File: src/rtl/fetch_stage.sv
// Instruction fetch stage: PC generation, credit-limited imem requests, and a
// small {pc, instr} FIFO feeding decode, with redirect flush and stale-response drain.
//
//  state | meaning
//  RUN   | issuing requests, pushing responses into the FIFO
//  DRAIN | requests held off, dropping responses to pre-redirect fetches
module fetch_stage #(
    parameter logic [31:0] RESET_PC = 32'h0000_0000,
    parameter int          DEPTH    = 2
) (
    input  logic        clk,
    input  logic        rst,
    output logic        imem_req_valid,
    output logic [31:0] imem_req_addr,
    input  logic        imem_req_ready,
    input  logic        imem_rsp_valid,
    input  logic [31:0] imem_rsp_data,
    input  logic        redirect_valid,
    input  logic [31:0] redirect_pc,
    output logic        dec_valid,
    output logic [31:0] dec_instr,
    output logic [31:0] dec_pc,
    input  logic        dec_ready
);

    localparam int AW = (DEPTH > 1) ? $clog2(DEPTH) : 1;
    localparam int CW = $clog2(DEPTH + 1);
    localparam logic [CW-1:0] DEPTH_C = CW'(DEPTH);
    localparam logic [CW:0]   DEPTH_W = (CW + 1)'(DEPTH);
    localparam logic [CW-1:0] CNT_ONE = CW'(1);
    localparam logic [AW-1:0] PTR_ONE = AW'(1);

    typedef enum logic {
        RUN   = 1'b0,
        DRAIN = 1'b1
    } state_t;

    state_t        state;
    logic [31:0]   fetch_pc;
    logic [31:0]   rsp_pc;
    logic [CW-1:0] inflight;
    logic [CW-1:0] discard;
    logic [CW-1:0] count;
    logic [AW-1:0] rd_ptr;
    logic [AW-1:0] wr_ptr;
    logic [31:0]   fifo_pc    [DEPTH];
    logic [31:0]   fifo_instr [DEPTH];

    logic [31:0]   redirect_target;
    logic [CW:0]   credit_used;
    logic [CW-1:0] stale_left;
    logic [CW-1:0] push_inc;
    logic [CW-1:0] pop_inc;
    logic [CW-1:0] fire_inc;
    logic [CW-1:0] rsp_inc;
    logic          rsp_ok;
    logic          push;
    logic          pop;
    logic          req_fire;

    assign redirect_target = redirect_pc & 32'hFFFF_FFFC;

    assign dec_valid = !rst && (count != '0);
    assign dec_instr = dec_valid ? fifo_instr[rd_ptr] : 32'h0;
    assign dec_pc    = dec_valid ? fifo_pc[rd_ptr]    : 32'h0;
    assign pop       = dec_valid && dec_ready;

    // A pop this cycle frees its slot in time for a new request, which is what
    // lets a two-entry FIFO sustain one instruction per cycle with 1-cycle memory.
    assign credit_used = {1'b0, count} + {1'b0, inflight} - {{CW{1'b0}}, pop};

    assign imem_req_valid = !rst && (state == RUN) && !redirect_valid && (credit_used < DEPTH_W);
    assign imem_req_addr  = fetch_pc;
    assign req_fire       = imem_req_valid && imem_req_ready;

    assign rsp_ok     = imem_rsp_valid && (inflight != '0);
    assign push       = !rst && rsp_ok && (state == RUN) && !redirect_valid;
    assign push_inc   = {{(CW-1){1'b0}}, push};
    assign pop_inc    = {{(CW-1){1'b0}}, pop};
    assign fire_inc   = {{(CW-1){1'b0}}, req_fire};
    assign rsp_inc    = {{(CW-1){1'b0}}, rsp_ok};
    assign stale_left = inflight - rsp_inc;

    always_ff @(posedge clk) begin
        if (rst) begin
            state    <= RUN;
            fetch_pc <= RESET_PC;
            rsp_pc   <= RESET_PC;
            inflight <= '0;
            discard  <= '0;
            count    <= '0;
            rd_ptr   <= '0;
            wr_ptr   <= '0;
        end else if (redirect_valid) begin
            fetch_pc <= redirect_target;
            rsp_pc   <= redirect_target;
            count    <= '0;
            rd_ptr   <= '0;
            wr_ptr   <= '0;
            inflight <= stale_left;
            discard  <= stale_left;
            state    <= (stale_left != '0) ? DRAIN : RUN;
        end else begin
            count <= count + push_inc - pop_inc;
            if (pop) begin
                rd_ptr <= rd_ptr + PTR_ONE;
            end
            if (push) begin
                wr_ptr <= wr_ptr + PTR_ONE;
                rsp_pc <= rsp_pc + 32'd4;
            end
            if (req_fire) begin
                fetch_pc <= fetch_pc + 32'd4;
            end
            unique case (state)
                RUN: begin
                    inflight <= inflight + fire_inc - rsp_inc;
                end
                DRAIN: begin
                    if (rsp_ok) begin
                        inflight <= inflight - CNT_ONE;
                        discard  <= discard - CNT_ONE;
                        if (discard == CNT_ONE) begin
                            state <= RUN;
                        end
                    end
                end
                default: begin
                    state <= RUN;
                end
            endcase
        end
    end

    always_ff @(posedge clk) begin
        if (push) begin
            fifo_pc[wr_ptr]    <= rsp_pc;
            fifo_instr[wr_ptr] <= imem_rsp_data;
        end
    end

    assert property (@(posedge clk) disable iff (rst) !(imem_rsp_valid && (inflight == '0)));
    assert property (@(posedge clk) disable iff (rst) !(push && !pop && (count == DEPTH_C)));

endmodule

File: config.mk
export PLATFORM = sky130hd
export DESIGN_NAME = fetch_stage
export DESIGN_NICKNAME = d
export VERILOG_FILES = /design/src/rtl/fetch_stage.sv
export SDC_FILE = /design/constraint.sdc
export NUM_CORES = 1
export LEC_CHECK = 0
export BUFFER_PORTS_ARGS = -buffer_cell sky130_fd_sc_hd__clkbuf_2
export CAP_MARGIN = 20
export CORE_MARGIN = 5
export CORE_UTILIZATION = 45
export CTS_BUF_LIST = sky130_fd_sc_hd__clkbuf_8
export DETAILED_ROUTE_END_ITERATION = 7
export PLACE_DENSITY = 0.74
export RECOVER_POWER = 100
export SETUP_SLACK_MARGIN = 0.1
export SYNTH_ARGS = -nofsm -noshare
export SYNTH_HDL_FRONTEND = slang
export SYNTH_SLANG_ARGS = --single-unit
File: constraint.sdc
create_clock -name clk -period 5.3 [get_ports clk]
set_input_delay 0.265 -clock clk [delete_from_list [all_inputs] [get_ports clk]]
set_output_delay 0.265 -clock clk [all_outputs]
set_load 0.05 [all_outputs]
Yosys cells after proc, flatten, opt, wreduce, memory -nomap -nowiden

Memories as Yosys holds them, arrays and structs flattened. A register that Yosys moved wholly into a read port is not among the register bits.
Cells that the tools add are included.

Memories: 2
Latch bits: 0
Bits in registers: 73
ROM bits: 0
Bits in writable memories: 128

Shift-type cells: 0
Add/sub/neg operators: 13
Bitwise operators: 1
Reduce and logical (&&, ||, !) cells: 21
Divide/modulo/power cells: 0
Multiply operators: 0
Eq/ne operators: 2
$lt $le $gt $ge: 1
Muxes and demuxes: 23

Memories:

| memory     | words | width | rd ports | clocked after Yosys merged registers in | wr ports | RTL line | RTL |
|---|---|---|---|---|---|---|---|
| fifo_instr | 2     | 32    | 1        | 1                                       | 1        | 47       | `logic [31:0] fifo_instr [DEPTH];` |
| fifo_pc    | 2     | 32    | 1        | 1                                       | 1        | 46       | `logic [31:0] fifo_pc [DEPTH];` |

Operator list:

| kind                                                                     | number |
|---|---|
| 32-bit 2-to-1 mux                                                        | 6 |
| 32-bit by 3-bit adder with 32-bit output (second input constant)         | 2 |
| 2-bit nonzero test                                                       | 7 |
| 1-bit 2-to-1 mux                                                         | 11 |
| 1-bit logical AND                                                        | 10 |
| 2-bit 2-to-1 mux                                                         | 5 |
| 2-bit by 1-bit subtractor with 2-bit output                              | 3 |
| 2-bit by 1-bit adder with 2-bit output                                   | 2 |
| 2-bit one-hot mux with 2 select lines                                    | 1 |
| 2-bit by 1-bit subtractor with 2-bit output (second input constant)      | 2 |
| 2-bit by 2-bit adder with 3-bit output                                   | 1 |
| 3-bit by 2-bit < comparator with 1-bit output (second input constant)    | 1 |
| 3-bit by 2-bit inequality test with 1-bit output (second input constant) | 1 |
| 3-bit by 1-bit subtractor with 3-bit output                              | 1 |
| 1-bit adder (second input constant)                                      | 2 |
| 2-bit by 1-bit equality test with 1-bit output (second input constant)   | 1 |
| 1-bit zero test                                                          | 2 |
| 2-bit AND reduction                                                      | 1 |
| 2-bit OR reduction                                                       | 1 |
| 1-bit inverter                                                           | 1 |

Depth between registers and ports, before layout

Gate-level depths: netlist of the first run.

Depth after elaboration: 11
Depth in mapped cells: 19
Depth with buffers taken out: 17

Worst setup path before layout of the first run

OpenSTA, ideal clock, no wires.

Kind: in2out
Start point: input port rst
End point: output port imem_req_valid
Stages: 10
Buffers on the path: 1
Data arrival time: 4.234 ns
Path slack: 0.801 ns
Cells stage by stage: buf_1 -> inv_2 -> o21ai_1 -> inv_1 -> and2_1 -> ha_1 -> nand2b_1 -> fa_1 -> xnor2_1 -> nor4b_1

Word-level cells in the longest chain between the ends: 6
Elaborated cells between the ends (all ways): 8
Those cells by class: add/sub: 1; order compare: 1; reduce/logical: 6

RTL lines:

| what                                          | RTL line | RTL |
|---|---|---|
| from (decl)                                   | 12       | `input logic rst,` |
| 1-bit zero test                               | 63       | `assign dec_valid = !rst && (count != '0);` |
| 1-bit logical AND                             | 63       |  |
| via dec_valid                                 | 20       | `output logic dec_valid,` |
| 1-bit logical AND                             | 66       | `assign pop = dec_valid && dec_ready;` |
| via pop                                       | 58       | `logic pop;` |
| 3-bit by 1-bit subtractor with 3-bit output   | 70       | `assign credit_used = {1'b0, count} + {1'b0, inflight} - {{CW{1'b0}}, pop};` |
| 3-bit by 2-bit < comparator with 1-bit output | 72       | `assign imem_req_valid = !rst && (state == RUN) && !redirect_valid && (credit_used < DEPTH_W);` |
| 1-bit logical AND                             | 72       |  |
| to (decl)                                     | 13       | `output logic imem_req_valid,` |

The timed path passes the listed nets, and every way through them passes these cells.

Worst setup path in the final report of the first run

Start point: input port rst
End point: output port imem_req_valid

Word-level cells in the longest chain between the ends: 6
Elaborated cells between the ends (all ways): 8
Those cells by class: add/sub: 1; order compare: 1; reduce/logical: 6

RTL lines:

| what                                          | RTL line |
|---|---|
| 1-bit zero test                               | 63 |
| 1-bit logical AND                             | 63 |
| 1-bit logical AND                             | 66 |
| via pop                                       | 58 |
| 3-bit by 1-bit subtractor with 3-bit output   | 70 |
| 3-bit by 2-bit < comparator with 1-bit output | 72 |
| 1-bit logical AND                             | 72 |

The timed path passes the listed nets, and every way through them passes these cells.

==> results_dict.tcl, run 1 <==
set metrics [dict create \
    numCtsBuffers 17 \
    synth-main-ff-cell "edfxtp_1" \
    hold_start "redirect_pc[15]" \
    synth.area.top_cells "edfxtp_1, dfxtp_1, mux2i_1" \
    wl_um 22000 \
    dp_hpwl_um 14900 \
    yosysTopAreaCell "edfxtp_1" \
    slowest_delay_ns 1.11 \
    grt_usage 0.192 \
    die_y_um 151 \
    peakVddDrop_mv 0.149 \
    pre_cts_ws_ns 1.31 \
    clk_latency_ns 0.46 \
    postCtsSetupBuffers 0 \
    crit_chain "clkbuf_1, inv_2, o21ai_0, inv_1, and2_0, ha_1, nand2b_1, fa_1, xnor2_1, nor4b_1, clkbuf_1" \
    grt_max_degree 63 \
    num_antenna_cells 0 \
    fin_crit_sh 0.789 \
    viasPerCell 5.63 \
    hold_depth 3 \
    r2r_cells 5 \
    io_pins 168 \
    placementRows 51 \
    path_common_cell "clkbuf_1" \
    syn_inst 796 \
    wl_per_cell_um 17.6 \
    whs_endpoint "rsp_pc[15]" \
    postRouteAntennaNets 0 \
    postSynthAreaPerCell_um2 11.2 \
    setup_violations 0 \
    hp-class "input port to flop" \
    num_vias 7037 \
    drc 0 \
    clk_pin_slew_worst_paths_ns 0.09 \
    worst_pin_slew_ns 1.70 \
    clock_skew_ns 0.0134 \
    drv_cap 2 \
    timing.slew.headroom -0.142 \
    worstPathRequired_ns 5.04 \
    rrSetupSlack_ns 1.16 \
    grt_overflow 0 \
    p_leak_nw 3.46 \
    p_per_area_nw_per_um2 319 \
    setup_tns_ns 0 \
    fp.coreArea_um2 19500 \
    path_buf_inv 4 \
    layout.cells.most_common "edfxtp_1" \
    first_iter_violations 504 \
    cts_tree "yes" \
    path_max_fanout 31 \
    dieArea_um2 22700 \
    n_fill_cell 1768 \
    gp_congestion 0.915 \
    yosysWarnings 0 \
    synth_edf_count 124 \
    start_kind "input port" \
    critical-path-top-delay-family "buffers and inverters" \
    period_minus_slack_ns 4.18 \
    synth_top_cell_area_share 0.418 \
    initial_core_util 0.458 \
    cts_max_level 4 \
    grt_pass1_wl_um 34400 \
    die_x_um 151 \
    first_pass_iters 5 \
    cpMaxStageDelayCell "clkbuf_1" \
    violations "capacitance limit, slew limit" \
    clock_path_buffers 2 \
    path_class "input port to output pin" \
    synth_area_um2 8910 \
    report.final.slew_viol_count 44 \
    async_flop_share 0 \
    seq_area_frac_synth 0.575 \
    grt_setup_unrepaired "false" \
    hold_viol_final 0 \
    grt_pass1_vias 6786 \
    synth_seq_cells 194 \
    fmax_mhz 239 \
    arrival_ns 3.92 \
    cts_root_buf "clkbuf_8" \
    drive_gt1_frac 0.100 \
    rr_startpoint "inflight[0]" \
    cts_num_sinks 194 \
    fin_nets 1055 \
    outcome "finished with violations" \
    timing.final.ws_setup_ns 1.12 \
    layout.cells.most_common_list "edfxtp_1, clkbuf_1, nor2_1, dfxtp_1, mux2i_1" \
    antenna_found_initial 0 \
    reg2reg_to "fifo_instr[1][20]" \
    cp-end-kind "output pin" \
    syn2layout_area_growth_pct 18.7 \
    port_buffers 161 \
    synth_cell_types 65 \
]
tightest hold or removal path: stages:
cell	delay, ns
clkbuf_2	0.11
nand2_1	0.05
nand3_1	0.06
through the flow:
stage / hold WS, ns / std cells / area, um2 / total power, mW / util
after floorplan: 0.364 / 799 / 8920 / 2.15 / -
after global placement: 0.454 / 1185 / 9950 / 2.29 / 0.511
after detailed placement: 0.458 / 1186 / 9970 / 2.30 / 0.512
after CTS: 0.0220 / 1250 / 10700 / 3.41 / 0.552
after global routing: 0.0368 / 1251 / 10600 / 3.51 / 0.543
final: 0.0681 / 1251 / 10600 / 3.37 / 0.543
per-layer routing:
layer / share of wire / global-route usage / wire length [um] / vias up
li1: - / - / - / 3361
met1: 0.44 / 0.259 / 9640 / 3316
met2: 0.46 / 0.308 / 10100 / 322
met3: 0.082 / 0.0467 / 1810 / 38
met4: 0.018 / 0.0598 / 391 / 0
met5: 0 / 0 / 0 / -
cell usage after synthesis (all sizes together) (7+ instances only):
master  number
a31oi       19
buf         11
and4        10
edfxtp     124
o21ai       20
nand4       27
nand2       48
nor4        13
xnor2       16
and3        12
o31a        11
ha          11
o21a        13
a21oi        9
dfxtp       70
nor3        24
or3         10
nand3       27
or4         10
clkbuf      39
mux2i       62
inv         19
a21boi      11
a211oi       7
nor2        91
worst max path at each step:
stage	from	end	cells after the start
CTS	rst	inflight[1]	19
floorplan	rst	imem_req_valid	10
global placement	rst	inflight[1]	19
detailed placement	rst	inflight[1]	19
finish	rst	imem_req_valid	11
global route	inflight[1]	fifo_instr[1][23]	5
layout make-up:
cell class / instances / area [um2] / area share
Inverter: 19 / 71.3 / 0.00675
Tap cell: 265 / 332 / 0.0314
Clock inverter: 15 / 225 / 0.0213
Clock buffer: 17 / 234 / 0.0221
Sequential cell: 194 / 5130 / 0.485
Timing Repair Buffer: 205 / 1080 / 0.102
Multi-Input combinational cell: 536 / 3500 / 0.331
logic make-up after synthesis:
logic type	after synthesis	share of synthesized area
fa+ha+maj	12	0.0177
xor+xnor	22	0.0216
simple gates	299	0.172
mux	62	0.0697
compound gates	137	0.112
other cells	1	0.000421
buf+inv	69	0.0317
flops	194	0.575
flip-flops by register name (all words and copies together) (netlist names), named ones only:
| signal | cells |
|---|---|
| imem_req_addr | 30 |
| wr_ptr | 1 |
| count | 2 |
| fifo_pc | 60 |
| state | 1 |
| discard | 2 |
| inflight | 2 |
| rsp_pc | 30 |
| rd_ptr | 1 |
| fifo_instr | 64 |
what timing repair did:
item	in CTS	in global routing
gates resized for setup	0	0
hold buffers	32	0
endpoints found under the hold margin	64	0
report_power, final:
group	leakage, nW	switching [mW]	total, mW	internal [mW]
logic	1.52	0.342	0.509	0.167
clock network	0.228	0.525	1.09	0.568
registers	1.71	0.0891	1.77	1.68
total	3.46	0.955	3.37	2.42
Power figures use the tool's default switching activity.
==> inputs of run 2 (changes only) <==
- ABC_AREA: unset -> 1
- PLACE_DENSITY: 0.74 -> 0.76
- clock period: 5.3 -> 3.4 ns (I/O delays scaled with it)
==> run 2 against run 1 <==
Effect of this change: first-iteration DRC count rose by 6.0%; worst hold slack lost 0.038 ns; the flow now finishes without violations; clock power is 38% higher.
==> results_dict.tcl, run 2 <==
set metrics [dict create \
    synth_common_cells "nand2_1, inv_1, edfxtp_1" \
    cts_root_buf "clkbuf_8" \
    postLayoutCoreUtil 0.545 \
    grt_overflow 0 \
    largest_reg_flops 64 \
    fp.coreArea_um2 21100 \
    grt_pass1_wl_um 38700 \
    dp_hpwl_um 16900 \
    cts_num_sinks 194 \
    syn_inst 1112 \
    timing.slew.headroom 0.123 \
    die_y_um 157 \
    drive_gt1_frac 0.169 \
    cts_tree "yes" \
    report.final.slew_viol_count 0 \
    worst_pin_slew_ns 1.32 \
    clock_path_buffers 2 \
    dpl.cell_count 1524 \
    num_vias 8101 \
    layout.cells.most_common_list "nand2_1, inv_1, edfxtp_1, clkbuf_2, nor2_1" \
    fmax_mhz 319 \
    first_pass_iters 5 \
    postRouteAntennaNets 0 \
    setup_violations 0 \
    placementRows 53 \
    yosysMostFrequentCell "nand2_1" \
    synth-main-ff-cell "edfxtp_1" \
    die_x_um 157 \
    synth_seq_cells 194 \
    grt_setup_unrepaired "false" \
    clk_latency_ns 0.47 \
    num_antenna_cells 0 \
    fin_cells 1598 \
    slowest_delay_ns 0.50 \
    n_fill_cell 1963 \
    cts_max_level 4 \
    hold_viol_final 0 \
    postSynthAreaPerCell_um2 8.71 \
    synth.area.top_cells "edfxtp_1, dfxtp_1, nand2_1" \
    arrival_ns 3.53 \
    cpMaxStageDelayCell "fa_1" \
    seq_area_frac_synth 0.529 \
    first_iter_violations 534 \
    viasPerCell 5.07 \
    port_buffers 161 \
    final_area_um2 11500 \
    syn2layout_area_growth_pct 18.6 \
    timing.final.ws_setup_ns 0.269 \
    placed_cell_area_um2 10800 \
    io_pins 168 \
    dieArea_um2 24600 \
    grt_usage 0.196 \
    start_kind "flop" \
    synth_edf_count 124 \
    hp-class "input port to flop" \
    pre_cts_ws_ns 0.0913 \
    cp-end-kind "flop" \
    layout.cells.most_common "nand2_1" \
    numCtsBuffers 17 \
    gp_congestion 0.920 \
    critical-path-top-delay-family "adder cells" \
    yosysTopAreaCell "edfxtp_1" \
    synth_cell_types 39 \
    total_power_mw 5.11 \
    clk_pin_slew_worst_paths_ns 0.11 \
    outcome "finished, final reports clean" \
    wl_per_cell_um 15.2 \
    wl_um 24200 \
    synth_top_cell_area_share 0.384 \
    initial_core_util 0.459 \
    async_flop_share 0 \
    grt_max_degree 64 \
    fin_crit_sh 0.921 \
    path_class "flop to flop" \
    peakVddDrop_mv 0.236 \
    worstPathRequired_ns 3.80 \
    yosysWarnings 0 \
    period_minus_slack_ns 3.13 \
    drv_cap 0 \
    fin_nets 1392 \
    path_max_fanout 2 \
    whs_ns 0.0306 \
    regMostFlops "fifo_instr" \
    drc 0 \
    antenna_found_initial 0 \
    setup_tns_ns 0 \
    clock_skew_ns 0.0176 \
    grt_pass1_vias 7827 \
    path_buf_inv 3 \
    crit_chain "inv_2, a21oi_4, nand2_1, inv_2, ha_1, or2_4, fa_1, nand3_1, nor2_4, nand2_4, ha_1, inv_1, ha_2, xnor2_2, xor2_1, nand2_1, a31oi_1" \
    p_per_area_nw_per_um2 445 \
    synth_area_um2 9690 \
    reg_top3 "fifo_instr x64, fifo_pc x60" \
    p_leak_nw 4.85 \
]
run 2: changes by cell type in the layout (fill, tap and decap cells not counted), moves of 17 or more:
cell and change:
mux2_2 +62, nor3_1 -21, nand2_1 +255, o21ai_0 +26, mux2i_1 -62, nand4_1 -17
inv_1 +156, a21oi_1 +38, nand3_1 +34, clkbuf_1 -44, clkbuf_2 +40
run 2: cell families after synthesis:
family	Yosys count	synth area share
xor gates and xnor gates	18	0.0163
adders and majority gates	12	0.0163
muxes	62	0.0721
DFF	194	0.529
other	1	0.000387
buffers and inverters	213	0.0879
AOI/OAI and AO/OA	123	0.0687
and+or+nand+nor	489	0.209
run 2: path summary, 6_finish.rpt:
check	to	startpoint	depth (start not counted)	slack, ns
worst max-delay path	inflight[1]	count[0]	17	0.27
worst min-delay path	imem_req_addr[2]	redirect_pc[2]	3	0.03
worst max register to register	inflight[1]	count[0]	17	0.27
worst min register to register	rd_ptr	rd_ptr	2	0.52
run 2: where the power goes:
group / switching, mW / leakage, nW / internal, mW
registers: 0.119 / 1.71 / 2.64
clock network: 0.834 / 0.196 / 0.661
logic: 0.572 / 2.95 / 0.286
total: 1.53 / 4.85 / 3.59
run 2: worst min-delay path: stages:
cell and delay (ns):
clkbuf_2 0.09, nand2_1 0.11, a31oi_1 0.09
run 2: final cells by class:
class                           count  area (um2)  area share
Clock inverter                     15         156      0.0136
Multi-Input combinational cell    708        3740       0.326
Clock buffer                       17         234      0.0204
Inverter                          177         664      0.0578
Timing Repair Buffer              212        1220       0.106
Tap cell                          275         344      0.0299
Sequential cell                   194        5130       0.446
run 2: per-layer routing:
layer / GRT usage / share of wire
met5: 0 / 0
met4: 0.0607 / 0.019
met3: 0.0371 / 0.084
met2: 0.307 / 0.45
met1: 0.276 / 0.45
run 2: timing repair:
item | 4_1_cts | 5_1_grt
gates cloned | 0 | 0
hold buffers | 37 | 0
endpoints found under the setup margin | 1 | 2
pin swaps | 1 | 7
endpoints found under the hold margin | 70 | 0
buffers inserted | 1 | 4
gates resized for setup | 0 | 6
